File: src/rtl/fir_out_sat_fifo_if.sv
// AXI-Stream style handshake bundle used on both sides of the saturating
// output FIFO. The width is a parameter so the same bundle carries the wide
// FIR result on the input side and the narrow saturated sample on the output.
interface fir_out_sat_fifo_if #(
  parameter int pWIDTH = 32
) ();
  logic              tvalid;
  logic [pWIDTH-1:0] tdata;
  logic              tlast;
  logic              tready;

  modport master (output tvalid, output tdata, output tlast, input tready);
  modport slave  (input tvalid, input tdata, input tlast, output tready);
endinterface

File: src/rtl/fir_out_sat_fifo.sv
// Saturating first-word-fall-through FIFO behind the FIR output.
// Wide signed samples are clipped to pOUT_WIDTH on entry, buffered with their
// tlast marker, and presented downstream from a registered head so sm.tdata
// holds its last value while the FIFO is empty. Status counters track output
// beats and clipped inputs; frame_done is sticky once a tlast beat leaves.
module fir_out_sat_fifo #(
  parameter int pDATA_WIDTH = 32,
  parameter int pOUT_WIDTH  = 16,
  parameter int pDEPTH      = 8
) (
  input  logic                axis_clk,
  input  logic                axis_rst_n,
  fir_out_sat_fifo_if.slave   ss,
  fir_out_sat_fifo_if.master  sm,
  input  logic                clear,
  output logic [31:0]         sample_cnt,
  output logic [15:0]         sat_cnt,
  output logic                frame_done
);

  localparam int AW = $clog2(pDEPTH);
  localparam int CW = $clog2(pDEPTH + 1);
  localparam logic [CW-1:0] FULL_C = CW'(pDEPTH);

  logic [AW-1:0]         wr_ptr;
  logic [AW-1:0]         rd_ptr;
  logic [CW-1:0]         occ;
  logic                  ready_en;
  logic [pOUT_WIDTH-1:0] mem_data [pDEPTH];
  logic                  mem_last [pDEPTH];
  logic [pOUT_WIDTH-1:0] out_data;
  logic                  out_last;
  logic [pOUT_WIDTH-1:0] nxt_data;
  logic                  nxt_last;
  logic [AW-1:0]         head_idx;
  logic [CW-1:0]         remaining;
  logic                  in_hs;
  logic                  out_hs;
  logic                  is_clip;
  logic [pOUT_WIDTH-1:0] sat_data;
  logic [pDATA_WIDTH-pOUT_WIDTH:0] in_hi;

  // ready_en keeps ss.tready low until the first clock edge after reset release
  assign ss.tready = ready_en && (occ != FULL_C);
  assign sm.tvalid = (occ != '0);
  assign sm.tdata  = out_data;
  assign sm.tlast  = out_last;

  assign in_hs  = ss.tvalid && ss.tready;
  assign out_hs = sm.tvalid && sm.tready;

  // A sample fits when every bit from the output sign bit upward matches
  assign in_hi    = ss.tdata[pDATA_WIDTH-1:pOUT_WIDTH-1];
  assign is_clip  = !((&in_hi) || !(|in_hi));
  assign sat_data = is_clip ? {ss.tdata[pDATA_WIDTH-1], {(pOUT_WIDTH-1){~ss.tdata[pDATA_WIDTH-1]}}}
                            : ss.tdata[pOUT_WIDTH-1:0];

  // Next head value: the stored entry behind the head, the incoming sample
  // when the FIFO drains to empty on this edge, or hold when nothing arrives
  always_comb begin
    head_idx  = out_hs ? rd_ptr + AW'(1) : rd_ptr;
    remaining = occ - CW'(out_hs);
    nxt_data  = out_data;
    nxt_last  = out_last;
    if (remaining != '0) begin
      nxt_data = mem_data[head_idx];
      nxt_last = mem_last[head_idx];
    end else if (in_hs) begin
      nxt_data = sat_data;
      nxt_last = ss.tlast;
    end
  end

  // Storage array; contents need no reset because occupancy gates every read
  always_ff @(posedge axis_clk) begin
    if (in_hs) begin
      mem_data[wr_ptr] <= sat_data;
      mem_last[wr_ptr] <= ss.tlast;
    end
  end

  // Pointers, occupancy, registered head and input-ready enable
  always_ff @(posedge axis_clk or negedge axis_rst_n) begin
    if (!axis_rst_n) begin
      wr_ptr   <= '0;
      rd_ptr   <= '0;
      occ      <= '0;
      ready_en <= 1'b0;
      out_data <= '0;
      out_last <= 1'b0;
    end else begin
      ready_en <= 1'b1;
      out_data <= nxt_data;
      out_last <= nxt_last;
      if (in_hs)  wr_ptr <= wr_ptr + AW'(1);
      if (out_hs) rd_ptr <= rd_ptr + AW'(1);
      case ({in_hs, out_hs})
        2'b10:   occ <= occ + CW'(1);
        2'b01:   occ <= occ - CW'(1);
        default: occ <= occ;
      endcase
    end
  end

  // Status counters and sticky frame flag; clear wins over same-edge updates
  always_ff @(posedge axis_clk or negedge axis_rst_n) begin
    if (!axis_rst_n) begin
      sample_cnt <= '0;
      sat_cnt    <= '0;
      frame_done <= 1'b0;
    end else if (clear) begin
      sample_cnt <= '0;
      sat_cnt    <= '0;
      frame_done <= 1'b0;
    end else begin
      if (out_hs) sample_cnt <= sample_cnt + 32'd1;
      if (in_hs && is_clip && (sat_cnt != 16'hFFFF)) sat_cnt <= sat_cnt + 16'd1;
      if (out_hs && out_last) frame_done <= 1'b1;
    end
  end

endmodule

File: src/flat_wrapper.sv
// flat-port wrapper written by rule: the top's interface ports become plain ports
module fir_out_sat_fifo_flat 
#(
  parameter int pDATA_WIDTH = 32,
  parameter int pOUT_WIDTH  = 16,
  parameter int pDEPTH      = 8
)
  (axis_clk, axis_rst_n, clear, sample_cnt, sat_cnt, frame_done, ss_tvalid, ss_tdata, ss_tlast, ss_tready, sm_tvalid, sm_tdata, sm_tlast, sm_tready);
  fir_out_sat_fifo_if #(.pWIDTH(32)) ss_i ();
  fir_out_sat_fifo_if #(.pWIDTH(16)) sm_i ();
  input  logic axis_clk;
  input  logic axis_rst_n;
  input  logic clear;
  output logic [31:0] sample_cnt;
  output logic [15:0] sat_cnt;
  output logic frame_done;
  input wire logic [$bits(ss_i.tvalid)-1:0] ss_tvalid;
  input wire logic [$bits(ss_i.tdata)-1:0] ss_tdata;
  input wire logic [$bits(ss_i.tlast)-1:0] ss_tlast;
  output wire logic [$bits(ss_i.tready)-1:0] ss_tready;
  output wire logic [$bits(sm_i.tvalid)-1:0] sm_tvalid;
  output wire logic [$bits(sm_i.tdata)-1:0] sm_tdata;
  output wire logic [$bits(sm_i.tlast)-1:0] sm_tlast;
  input wire logic [$bits(sm_i.tready)-1:0] sm_tready;
  assign ss_i.tvalid = ss_tvalid;
  assign ss_i.tdata = ss_tdata;
  assign ss_i.tlast = ss_tlast;
  assign ss_tready = ss_i.tready;
  assign sm_tvalid = sm_i.tvalid;
  assign sm_tdata = sm_i.tdata;
  assign sm_tlast = sm_i.tlast;
  assign sm_i.tready = sm_tready;
  fir_out_sat_fifo #(.pDATA_WIDTH(pDATA_WIDTH), .pOUT_WIDTH(pOUT_WIDTH), .pDEPTH(pDEPTH)) u_core (.axis_clk(axis_clk), .axis_rst_n(axis_rst_n), .ss(ss_i), .sm(sm_i), .clear(clear), .sample_cnt(sample_cnt), .sat_cnt(sat_cnt), .frame_done(frame_done));
endmodule
File: config.mk
export PLATFORM = sky130hd
export DESIGN_NAME = fir_out_sat_fifo_flat
export DESIGN_NICKNAME = d
export VERILOG_FILES = /design/src/rtl/fir_out_sat_fifo_if.sv /design/src/rtl/fir_out_sat_fifo.sv /design/src/flat_wrapper.sv
export SDC_FILE = /design/constraint.sdc
export NUM_CORES = 1
export LEC_CHECK = 0
export ABC_AREA = 1
export CORE_MARGIN = 2
export CORE_UTILIZATION = 52
export CTS_CLUSTER_DIAMETER = 100
export DETAILED_ROUTE_END_ITERATION = 12
export PLACE_DENSITY = 0.86
export RECOVER_POWER = 50
export REMOVE_ABC_BUFFERS = 1
export SLEW_MARGIN = 25
export SYNTH_ARGS = -nofsm -noshare
export SYNTH_HDL_FRONTEND = slang
export SYNTH_SLANG_ARGS = --single-unit
File: constraint.sdc
create_clock -name axis_clk -period 2.3 [get_ports axis_clk]
set_input_delay 0.46 -clock axis_clk [delete_from_list [all_inputs] [get_ports axis_clk]]
set_output_delay 0.46 -clock axis_clk [all_outputs]
set_load 0.03 [all_outputs]
==> results of run 1 <==
## area by class of cell
type | instances | area [um2]
Clock inverter | 10 | 113
Fill cell | 1513 | 6700
Clock buffer | 32 | 639
Inverter | 139 | 524
Tap cell | 265 | 332
Sequential cell | 213 | 6010
Multi-Input combinational cell | 745 | 3620
Timing Repair Buffer | 156 | 1580
## sequential cells by signal (all words and copies together), names as in the netlist
name and flops:
u_core.frame_done 1, u_core.sample_cnt 32, u_core.sat_cnt 16, u_core.sm.tlast 1
u_core.rd_ptr 3, u_core.mem_last 8, u_core.occ 4, u_core.ready_en 1
u_core.sm.tdata 16, u_core.wr_ptr 3, u_core.mem_data 128
## power by group
group	leakage, nW	switching (mW)	internal [mW]
Sequential	2.24	0.289	4.56
Combinational	2.68	3.19	1.89
Clock	0.364	1.49	2.17
## cell usage after synthesis, types with 2 or more instances
| cell | instances |
|---|---|
| nand3_1 | 94 |
| or2_2 | 2 |
| a21oi_1 | 23 |
| dfrtp_1 | 77 |
| nor2_4 | 2 |
| nand2_2 | 5 |
| o21ai_1 | 4 |
| xor2_1 | 13 |
| o31ai_1 | 2 |
| o21ai_4 | 2 |
| o211ai_1 | 19 |
| clkbuf_1 | 7 |
| xnor2_1 | 3 |
| o21a_1 | 3 |
| buf_6 | 4 |
| nand2_4 | 3 |
| inv_1 | 135 |
| nand2_1 | 331 |
| nand4_1 | 22 |
| ha_1 | 6 |
| o211ai_2 | 10 |
| a31oi_1 | 3 |
| a22oi_1 | 14 |
| o21ai_0 | 31 |
| nor3_1 | 29 |
| buf_2 | 19 |
| nor2_2 | 3 |
| nand3b_1 | 3 |
| nor2_1 | 108 |
| buf_4 | 6 |
| inv_4 | 2 |
| edfxtp_1 | 136 |
## cells by family after synthesis
kind of cell,after synthesis
and+or+nand+nor,608
DFF,213
buffers and inverters,177
AOI/OAI and AO/OA,114
xor gates and xnor gates,16
adders and majority gates,6
other,1
## per-layer routing
metal  vias up  part of all wire [%]
met2       428                    50
met3        73                   7.5
met4         0                   3.1
met5         -                     0
li1       4042                     -
met1      4038                    40
## cells in the final DEF, fill, tap and decap left out, drive strengths merged
cell	netlist	final
a211oi	1	1
a21oi	23	23
a22oi	14	14
a31oi	3	3
and2	1	1
buf	31	43
bufinv	0	2
clkbuf	7	40
clkdlybuf4s50	0	100
clkinv	1	7
clkinvlp	0	1
conb	1	1
dfrtp	77	77
dlygate4sd2	0	2
dlygate4sd3	0	3
edfxtp	136	136
ha	6	6
inv	138	139
nand2	340	340
nand3	95	95
nand3b	3	3
nand4	22	22
nor2	114	114
nor3	30	30
nor4	1	1
o211ai	29	29
o21a	3	3
o21ai	38	38
o21bai	1	1
o31ai	2	2
or2	2	2
xnor2	3	3
xor2	13	13
## worst max path at each step
stage / to / slack (ns) / cells after the start
3_5_place_dp: u_core.sm.tdata[2]$_DFFE_PN0P_ / -0.02 / 9
2_1_floorplan: u_core.sm.tdata[15]$_DFFE_PN0P_ / -0.02 / 11
6_report: sample_cnt[25] / 0.11 / 1
5_1_grt: ss_tready / 0.03 / 4
3_3_place_gp: u_core.occ[2]$_DFFE_PN0P_ / 0.03 / 9
4_1_cts: ss_tready / 0.02 / 4
## what timing repair did
item / in CTS / in global routing
pin swaps: 1 / 0
setup endpoints to repair: 2 / 1
cloned: 0 / 0
endpoints found under the hold margin: 33 / 0
gates resized for setup: 3 / 2
hold buffers: 1 / 0
## through the flow
step	util, %	instances	power, mW
2_1_floorplan	-	1097	7.83
5_1_grt	65.7	1560	14.3
4_1_cts	65.9	1560	13.6
3_5_place_dp	62.0	1517	9.91
3_3_place_gp	62.0	1517	9.70
6_report	65.7	1560	13.6
==> impl_results.md, run 1 <==
- Outcome: finished clean
- Critical Path Slowest Stage Cell: clkdlybuf4s50_1
- Avg Cell Area, Syn: 9.17 um2
- Clock skew: 0.0216 ns
- Iteration count of the initial detailed-routing pass: 5
- R2r startpoint: u_core.occ[3]$_DFFE_PN0P_
- Die area: 21200 um2
- Synth Area in Adders: 0.721%
- PD cells: 1060 nW/um2
- RSZ-0062 raised after global routing: no
- Worst-Skew Late Latency: 0.53 ns
- GRT busiest layer: met2
- Drt wl/cell: 17.1 um
- CTS Sinks: 213
- Sequential area share after synthesis: 57.7%
- Synth Area in Compound Gates: 7.50%
- Share of layout cells above drive strength 1: 8.73%
- GRT Total Usage: 25.0%
- Setup CP Type: register to output pin
- First-pass GRT wire length: 42700 um
- Post-synth EDFFs: 136
- Crit start category: register
- Largest family of logic cells by synthesized area: simple AND/OR/NAND/NOR gates
- R2r worst-path depth: 12
- M1 GR Usage: 32.0%
- Antenna-violating nets left: 0
- Num CTS Buffers: 23
- Share of synthesized registers carrying an async set or reset: 36.2%
- Hold Crit Class: register to register
- Congestion Overflow GR: 0
- Die height: 146 um
- N_diodes: 0
- Worst slew margin: 40.0%
- Placed inst area: 12100 um2
- Worst-path fanout max: 6
- Max-cap viol count: 0
- Placed wire-length estimate: 16900 um
- Cell variety after synth: 46
- Mapped Area: 10400 um2
- Finished Cell Area: 12800 um2
- R2R Path End: u_core.sm.tdata[14]$_DFFE_PN0P_
- Hold_sp: u_core.occ[3]$_DFFE_PN0P_
- Post-CTS Setup Repair Bufs: 0
- Fin. max-slew vios: 0
- CP Capture Type: output pin
- Leading area contributor after synthesis: edfxtp_1
- Max Fclk: 457 MHz
- Cells after Synth: 1135
- Share of the synthesized area in the top cell type: 39.2%
- Pleak: 5.28 nW
- Largest net degree at the start of global routing: 55
- Via Count: 8581
- Critical Path, Cell by Cell: clkdlybuf4s50_1
- Clock Tree Buf Depth: 3
- Worst-path clk slew: 0.06 ns
- Hold slack: 0.513 ns
- Max IR drop VDD: 0.691 mV
- Met2 Use GR: 42.4%
- Root buf cell: clkbuf_16
- Worst Hold Depth: 1
- WL final: 26600 um
- Via-per-instance ratio: 5.50
- Initial antenna violation count: 0
- Ys flop type: edfxtp_1
- Nets: 1322
- Mux contribution to synthesized area: 0%
- DRC: 0
- Worst path max stage delay: 0.73 ns
- Post-synthesis simple-gate area fraction: 25.2%
- CTS tree: yes
- Starting DRT DRC Count: 739
- Horiz. Die Dim: 146 um
- Worst hold endpoint: u_core.occ[3]$_DFFE_PN0P_
- Fin worst setup slack: 0.113 ns
- Std-Cell Rows: 51
- Top delay family on crit path: buffers and inverters
- CP arrival: 1.73 ns
- Worst endpoint required time: 1.84 ns
- CP startpoint: u_core.sample_cnt[25]$_DFFE_PN0P_
- Core area: 19500 um2
- Crit path time final: 2.19 ns
- Flop2flop setup slack: 0.17 ns
- Xor/xnor share of the synthesized area: 1.35%
- Starting Density: 53.3%
- Synth top area cells: edfxtp_1, dfrtp_1, nand2_1
- Final Hold Fails: 0
- I/O pins: 106
- CTS H-Tree Depth: 1
- Setup TNS Final: 0 ns
- Synth Warn #: 0
- Final Setup Violations: 0
- Pre-CTS WS: -0.0243 ns
- Met3 usage: 4.64%
- Post-route clock period utilization: 95.1%
- Gpl congestion: 0.925
- CP bufs+invs: 1
- Vias in the first global route: 8411
- Synth-to-layout area growth: 23.1%
- IO Port Bufs: 105
- Synthesized flop and latch total: 213
- Worst Tran Pin Value: 0.899 ns
Note: power is estimated with default switching activity, not from simulation.
==> run 2: changes to the inputs <==
--- a/config.mk
+++ b/config.mk
@@ -7,10 +7,11 @@
 export LEC_CHECK = 0
 export ABC_AREA = 1
 export CORE_MARGIN = 2
-export CORE_UTILIZATION = 52
+export CORE_UTILIZATION = 53
+export CTS_BUF_LIST = sky130_fd_sc_hd__clkbuf_4 sky130_fd_sc_hd__clkbuf_8
 export CTS_CLUSTER_DIAMETER = 100
 export DETAILED_ROUTE_END_ITERATION = 12
-export PLACE_DENSITY = 0.86
+export PLACE_DENSITY = 0.87
 export RECOVER_POWER = 50
 export REMOVE_ABC_BUFFERS = 1
 export SLEW_MARGIN = 25
==> constraint.sdc (replaced) <==
create_clock -name axis_clk -period 2.3 [get_ports axis_clk]
set_input_delay 0.46 -clock axis_clk [delete_from_list [all_inputs] [get_ports axis_clk]]
set_output_delay 0.46 -clock axis_clk [all_outputs]
set_load 0.05 [all_outputs]
==> impl_results.md, run 2 (synthesized netlist as in run 1, its figures left out) <==
- Congestion Overflow GR: 0 (unchanged)
- Worst-path fanout max: 5 (-1)
- Max-cap viol count: 0 (unchanged)
- Starting DRT DRC Count: 977 (+32%)
- CP bufs+invs: 1 (unchanged)
- Clk pwr share: 25.2% (-1.7 points)
- Max Fclk: 443 MHz (-3.2%)
- Largest register FFs: 128 (unchanged)
- Max IR drop VDD: 0.532 mV (-23%)
- Std-Cell Rows: 51 (unchanged)
- Nets: 1341 (+1.4%)
- Worst path max stage delay: 0.84 ns (+0.11 ns)
- Hold slack: 0.517 ns (+0.00447 ns)
- CTS Sinks: 213 (unchanged)
- Root buf cell: clkbuf_8
- Critical Path Slowest Stage Cell: clkdlybuf4s50_1
- Crit path time final: 2.26 ns (+0.0722 ns)
- R2r worst-path depth: 7 (-5)
- Leading cell types in the layout, fill and taps excluded: nand2_1, inv_1, edfxtp_1, nor2_1, nand3_1
- Post-route clock period utilization: 98.2% (+3.1 points)
- Setup CP Type: register to output pin
- Worst-path clk slew: 0.06 ns (about the same)
- CTS tree: yes
- R2R Path End: u_core.mem_data[5][5]$_DFFE_PP_
- Pleak: 5.63 nW (+6.7%)
- Worst Tran Pin Value: 1.03 ns (+0.134 ns)
- Critical Path, Cell by Cell: clkdlybuf4s50_1
- Top reg by flops: u_core.mem_data
- Die area: 20800 um2 (-1.8%)
- Top delay family on crit path: buffers and inverters
- Vias in the first global route: 8623 (+2.5%)
- GRT Total Usage: 26.5% (+1.5 points)
- IO Port Bufs: 105 (unchanged)
- Setup TNS Final: 0 ns (unchanged)
- Drt wl/cell: 16.8 um (-1.5%)
- Total Power: 13.6 mW (+0.14%)
- Clock skew: 0.0114 ns (-0.0102 ns)
- Logic pwr share: 39.1% (+1.7 points)
- Fin. max-slew vios: 0 (unchanged)
- Post-CTS Setup Repair Bufs: 0 (unchanged)
- Core area: 19400 um2 (-0.65%)
- Filler instances: 1475 (-2.5%)
- I/O pins: 106 (unchanged)
- Via Count: 8664 (+0.97%)
- DRC: 0 (unchanged)
- Placed wire-length estimate: 17700 um (+4.5%)
- First-pass GRT wire length: 42900 um (+0.49%)
- Via-per-instance ratio: 5.45 (-0.88%)
- RSZ-0062 raised after global routing: no
- Final Setup Violations: 0 (unchanged)
- Largest net degree at the start of global routing: 60 (+9.1%)
- N_diodes: 0 (unchanged)
- PD cells: 1060 nW/um2 (-0.24%)
- Critical path depth: 1 (unchanged)
- Net Sw Frac: 38.1% (+1.6 points)
- CP arrival: 1.80 ns (+0.07 ns)
- Worst slew margin: 31.1% (-9.0 points)
- Worst-Skew Late Latency: 0.52 ns (about the same)
- R2r startpoint: u_core.occ[2]$_DFFE_PN0P_
- Most common cell after layout, fill and taps aside: nand2_1
- Reg power frac: 35.6% (about the same)
- Largest regs: u_core.mem_data x128, u_core.sample_cnt x32
- Die height: 144 um (-0.92%)
- Flop2flop setup slack: 0.21 ns (+0.04 ns)
- Switching power: 5.19 mW (+4.6%)
- Final Hold Fails: 0 (unchanged)
- Hold Crit Class: register to register
- Antenna-violating nets left: 0 (unchanged)
- CTS H-Tree Depth: 2 (+1)
- Critical Path End: sat_cnt[8]
- WL final: 26700 um (+0.30%)
- Synth-to-layout area growth: 23.6%
- Worst endpoint required time: 1.84 ns (about the same)
- Share of layout cells above drive strength 1: 11.4% (+2.7 points)
- Crit start category: register
- Num CTS Buffers: 36 (+57%)
- CP Capture Type: output pin
- Internal: 8.42 mW (-2.4%)
- Gpl congestion: 0.967 (+4.6%)
- Outcome: finished clean
- Initial antenna violation count: 0 (unchanged)
- Starting Density: 53.7% (+0.35 points)
- Clock Tree Buf Depth: 3 (unchanged)
- CP startpoint: u_core.sat_cnt[8]$_DFFE_PN0P_
- Horiz. Die Dim: 144 um (-0.92%)
- Iteration count of the initial detailed-routing pass: 7 (+2)
-- run 2: cell count changes in the layout (fill, tap and decap cells not counted), moves of 2 or more --
cell / previous run / this run
clkbuf_8: 3 / 41
clkbuf_16: 23 / 0
clkbuf_4: 1 / 24
clkdlybuf4s50_1: 100 / 81
dlymetal6s2s_1: 0 / 14
buf_4: 29 / 37
clkbuf_1: 11 / 4
clkinv_1: 5 / 1
dlygate4sd2_1: 2 / 5
bufinv_16: 2 / 0
nand3_1: 93 / 95
nor2_4: 3 / 1
-- run 2: layer usage --
layer / up-vias / GRT usage (%) / share of wire, %
met5: - / 0 / 0
met4: 0 / 11.2 / 3.1
met3: 73 / 5.43 / 8.2
met2: 410 / 43.1 / 49
met1: 4098 / 34.9 / 40
li1: 4083 / - / -
-- run 2: cell type report --
| type | count | area, um2 | share of cell area [%] |
|---|---|---|---|
| clock buffers | 62 | 722 | 5.61 |
| clock inverters | 3 | 21.3 | 0.165 |
| flip-flops and latches | 213 | 6010 | 46.7 |
| well taps | 265 | 332 | 2.58 |
| repair buffers | 162 | 1660 | 12.9 |
| multi-input cells | 745 | 3600 | 28.0 |
| inverters | 139 | 527 | 4.09 |
-- run 2: through the flow --
stage	area [um2]	std cells	worst slack [ns]	util, %
after floorplan	10200	1097	-0.0708	-
after global placement	12200	1523	-0.0109	62.7
after detailed placement	12200	1523	-0.100	62.7
after CTS	12900	1589	0.00260	66.5
after global routing	12900	1589	0.00107	66.4
final	12900	1589	0.0409	66.4
-- run 2: worst min path at each step --
stage | to | from | depth (start not counted)
3_3_place_gp | u_core.sat_cnt[11]$_DFFE_PN0P_ | axis_rst_n | 1
3_5_place_dp | u_core.sat_cnt[11]$_DFFE_PN0P_ | axis_rst_n | 1
2_1_floorplan | u_core.frame_done$_DFFE_PN0P_ | axis_rst_n | 0
4_1_cts | u_core.sat_cnt[8]$_DFFE_PN0P_ | axis_rst_n | 2
6_report | u_core.occ[3]$_DFFE_PN0P_ | u_core.occ[3]$_DFFE_PN0P_ | 1
5_1_grt | u_core.sm.tdata[6]$_DFFE_PN0P_ | u_core.sm.tdata[6]$_DFFE_PN0P_ | 2
-- run 2: timing repair --
item | in CTS | in global routing
resized for setup | 5 | 14
endpoints found under the setup margin | 5 | 14
hold buffers | 1 | 0
endpoints found under the hold margin | 18 | 0
-- run 2: power groups by stage --
stage	Sequential [mW]	Combinational, mW	Clock, mW
detailed placement	4.90	5.31	0
finish	4.85	5.33	3.43
floorplan	5.43	2.67	0
global route	4.88	5.78	3.66
global placement	4.90	5.08	0
CTS	4.84	5.34	3.48
==> run 3: changes to the inputs <==
--- a/config.mk
+++ b/config.mk
@@ -5,13 +5,12 @@
 export SDC_FILE = /design/constraint.sdc
 export NUM_CORES = 1
 export LEC_CHECK = 0
-export ABC_AREA = 1
 export CORE_MARGIN = 2
 export CORE_UTILIZATION = 53
 export CTS_BUF_LIST = sky130_fd_sc_hd__clkbuf_4 sky130_fd_sc_hd__clkbuf_8
 export CTS_CLUSTER_DIAMETER = 100
 export DETAILED_ROUTE_END_ITERATION = 12
-export PLACE_DENSITY = 0.87
+export PLACE_DENSITY = 0.88
 export RECOVER_POWER = 50
 export REMOVE_ABC_BUFFERS = 1
 export SLEW_MARGIN = 25
==> impl_results.md, run 3 <==
- Outcome: complete, but fails checks
- Failing checks: negative setup slack
- Via Count: 7355 (-15%)
- WL final: 26300 um (-1.4%)
- Worst slew margin: 24.6% (-6.5 points)
- Die height: 138 um (-4.3%)
- Final Util: 71.9% (+5.6 points)
- Max-cap viol count: 0 (unchanged)
- Reg power frac: 33.8% (-1.8 points)
- Leading area contributor after synthesis: edfxtp_1
- Starting DRT DRC Count: 724 (-26%)
- Synth top area cells: edfxtp_1, dfrtp_1, mux2i_1
- Crit path time final: 2.39 ns (+0.130 ns)
- Finished Cell Area: 12500 um2 (-2.7%)
- Synth-to-layout area growth: 31.8%
- Worst-path clk slew: 0.06 ns (about the same)
- Congestion Overflow GR: 0 (unchanged)
- GRT Total Usage: 26.4% (-0.16 points)
- Clock skew: 0.0401 ns (+0.0287 ns)
- Share of layout cells above drive strength 1: 23.2% (+12 points)
- Core area: 17400 um2 (-10%)
- Mapped Area: 9500 um2 (-8.7%)
- Total Power: 14.6 mW (+7.1%)
- Pre-CTS WS: -0.272 ns (-0.171 ns)
- Most frequent cell after synthesis: edfxtp_1
- Initial antenna violation count: 1 (+1)
- R2r worst-path depth: 8 (+1)
- RSZ-0062 raised after global routing: yes
- Drt wl/cell: 22.1 um (+32%)
- Synthesized flop and latch total: 213 (unchanged)
- Antenna-violating nets left: 0 (unchanged)
- Crit start category: register
- Vias in the first global route: 7284 (-16%)
- Final Setup Violations: 17 (+17)
- CP Capture Type: register
- Share of the synthesized area in the top cell type: 43.0% (+3.7 points)
- Num CTS Buffers: 35 (-2.8%)
- Largest regs: u_core.mem_data x128, u_core.sample_cnt x32
- Synth Warn #: 0 (unchanged)
- Sequential area share after synthesis: 63.2% (+5.5 points)
- Leading cell types in the layout, fill and taps excluded: edfxtp_1, clkdlybuf4s50_1, buf_4, dfrtp_1, nand2_1
- I/O pins: 106 (unchanged)
- PD cells: 1160 nW/um2 (+10%)
- Iteration count of the initial detailed-routing pass: 6 (-1)
- Worst endpoint required time: 2.73 ns (+0.89 ns)
- Hold Crit Class: primary input to async pin
- Internal: 9.23 mW (+9.7%)
- Fin worst setup slack: -0.0889 ns (-0.130 ns)
- Horiz. Die Dim: 138 um (-4.3%)
- Via-per-instance ratio: 6.19 (+14%)
- Cell variety after synth: 60 (+30%)
- Nets: 982 (-27%)
- Max Fclk: 419 MHz (-5.4%)
- First-pass GRT wire length: 38000 um (-11%)
- Max IR drop VDD: 0.765 mV (+44%)
- CTS tree: yes
- Fin. max-slew vios: 0 (unchanged)
- Largest register FFs: 128 (unchanged)
- Setup CP Type: register to register
- IO Port Bufs: 105 (unchanged)
- Final Hold Fails: 0 (unchanged)
- Most common cell after layout, fill and taps aside: edfxtp_1
- CTS Sinks: 213 (unchanged)
- Std-Cell Rows: 48 (-5.9%)
- Avg Cell Area, Syn: 13.0 um2 (+41%)
- Starting Density: 54.6% (+0.89 points)
- Clk pwr share: 23.5% (-1.7 points)
- Placed wire-length estimate: 15600 um (-12%)
- Post-route clock period utilization: 104% (+5.6 points)
- Largest net degree at the start of global routing: 77 (+28%)
- Setup TNS Final: -0.556 ns (-0.556 ns)
- Clock Tree Buf Depth: 3 (unchanged)
- DRC: 0 (unchanged)
- Share of synthesized registers carrying an async set or reset: 36.2% (unchanged)
- Root buf cell: clkbuf_8
- Top reg by flops: u_core.mem_data
- Logic pwr share: 42.7% (+3.6 points)
- Post-synth EDFFs: 136 (unchanged)
- Pleak: 5.00 nW (-11%)
- Cells after Synth: 733 (-35%)
- Worst Tran Pin Value: 1.13 ns (+0.0968 ns)
- Worst-Skew Late Latency: 0.54 ns (+0.02 ns)
- Die area: 19000 um2 (-8.5%)
- Ys flop type: edfxtp_1
- Switching power: 5.34 mW (+2.9%)
- Worst-path fanout max: 7 (+2)
- CP arrival: 2.81 ns (+1.01 ns)
- Post-synth top cells: edfxtp_1, dfrtp_1, nand2_1
- Placed inst area: 11400 um2 (-6.0%)
- Gpl congestion: 0.887 (-8.3%)
- CTS H-Tree Depth: 2 (unchanged)
- Net Sw Frac: 36.6% (-1.5 points)
-- run 3: logic make-up after synthesis --
kind of cell,after synthesis,share of synthesized area [%]
muxes,68,7.44
AOI/OAI and AO/OA,126,9.77
DFF,213,63.2
xor gates and xnor gates,44,4.33
and+or+nand+nor,226,11.9
other,1,0.0395
buffers and inverters,49,2.47
adders and majority gates,6,0.790
-- run 3: final cells by class --
type / count / area, um2
Clock buffer: 57 / 697
Antenna cell: 1 / 2.50
Fill cell: 1046 / 4890
Timing Repair Buffer: 207 / 1970
Clock inverter: 4 / 26.3
Inverter: 9 / 41.3
Multi-Input combinational cell: 472 / 3490
Tap cell: 225 / 282
Sequential cell: 213 / 6010
-- run 3: power groups by stage --
stage / combinational, mW / clock (mW) / sequential, mW
2_1_floorplan: 2.49 / 0 / 5.55
3_3_place_gp: 5.06 / 0 / 4.92
3_5_place_dp: 5.25 / 0 / 4.94
4_1_cts: 5.66 / 3.43 / 4.88
5_1_grt: 6.51 / 3.59 / 4.95
6_report: 6.22 / 3.43 / 4.92
-- run 3: layer usage --
| layer | vias to the layer above | part of all wire [%] | track usage [%] | wire length, um |
|---|---|---|---|---|
| li1 | 3198 | - | - | - |
| met1 | 3599 | 37 | 32.1 | 9850 |
| met2 | 472 | 50 | 44.7 | 13200 |
| met3 | 86 | 9.2 | 6.91 | 2420 |
| met4 | 0 | 3.2 | 11.0 | 853 |
| met5 | - | 0 | 0 | 0 |
-- run 3: timing repair --
item | in CTS | in global routing
resized for setup | 29 | 33
buffers inserted | 5 | 6
pin swaps | 15 | 26
endpoints found under the setup margin | 18 | 30
hold buffers | 1 | 0
cloned | 0 | 1
endpoints found under the hold margin | 67 | 0
-- run 3: final timing paths --
check / start / end / slack, ns
max in group asynchronous: axis_rst_n / u_core.sm.tdata[8]$_DFFE_PN0P_ / 0.70
min reg2reg: u_core.frame_done$_DFFE_PN0P_ / u_core.frame_done$_DFFE_PN0P_ / 0.54
max reg2reg: u_core.occ[0]$_DFFE_PN0P_ / u_core.sm.tdata[7]$_DFFE_PN0P_ / -0.09
max: u_core.occ[0]$_DFFE_PN0P_ / u_core.sm.tdata[7]$_DFFE_PN0P_ / -0.09
min in group axis_clk: clear / u_core.sat_cnt[7]$_DFFE_PN0P_ / 0.36
min: axis_rst_n / u_core.ready_en$_DFF_PN0_ / 0.25
-- run 3: worst max-delay path, stage by stage (launching register included) --
cell	delay [ns]
dfrtp_1	0.40
buf_6	0.13
o41ai_4	0.42
buf_4	0.17
buf_4	0.16
nor2_1	0.12
mux2_4	0.37
a222oi_1	0.34
o2bb2ai_1	0.19
-- run 3: through the flow --
step                      instances  hold WS, ns
after CTS                      1180        0.249
after global placement         1113        0.251
after detailed placement       1113        0.253
after floorplan                 693        0.164
final                          1188        0.249
after global routing           1188        0.264
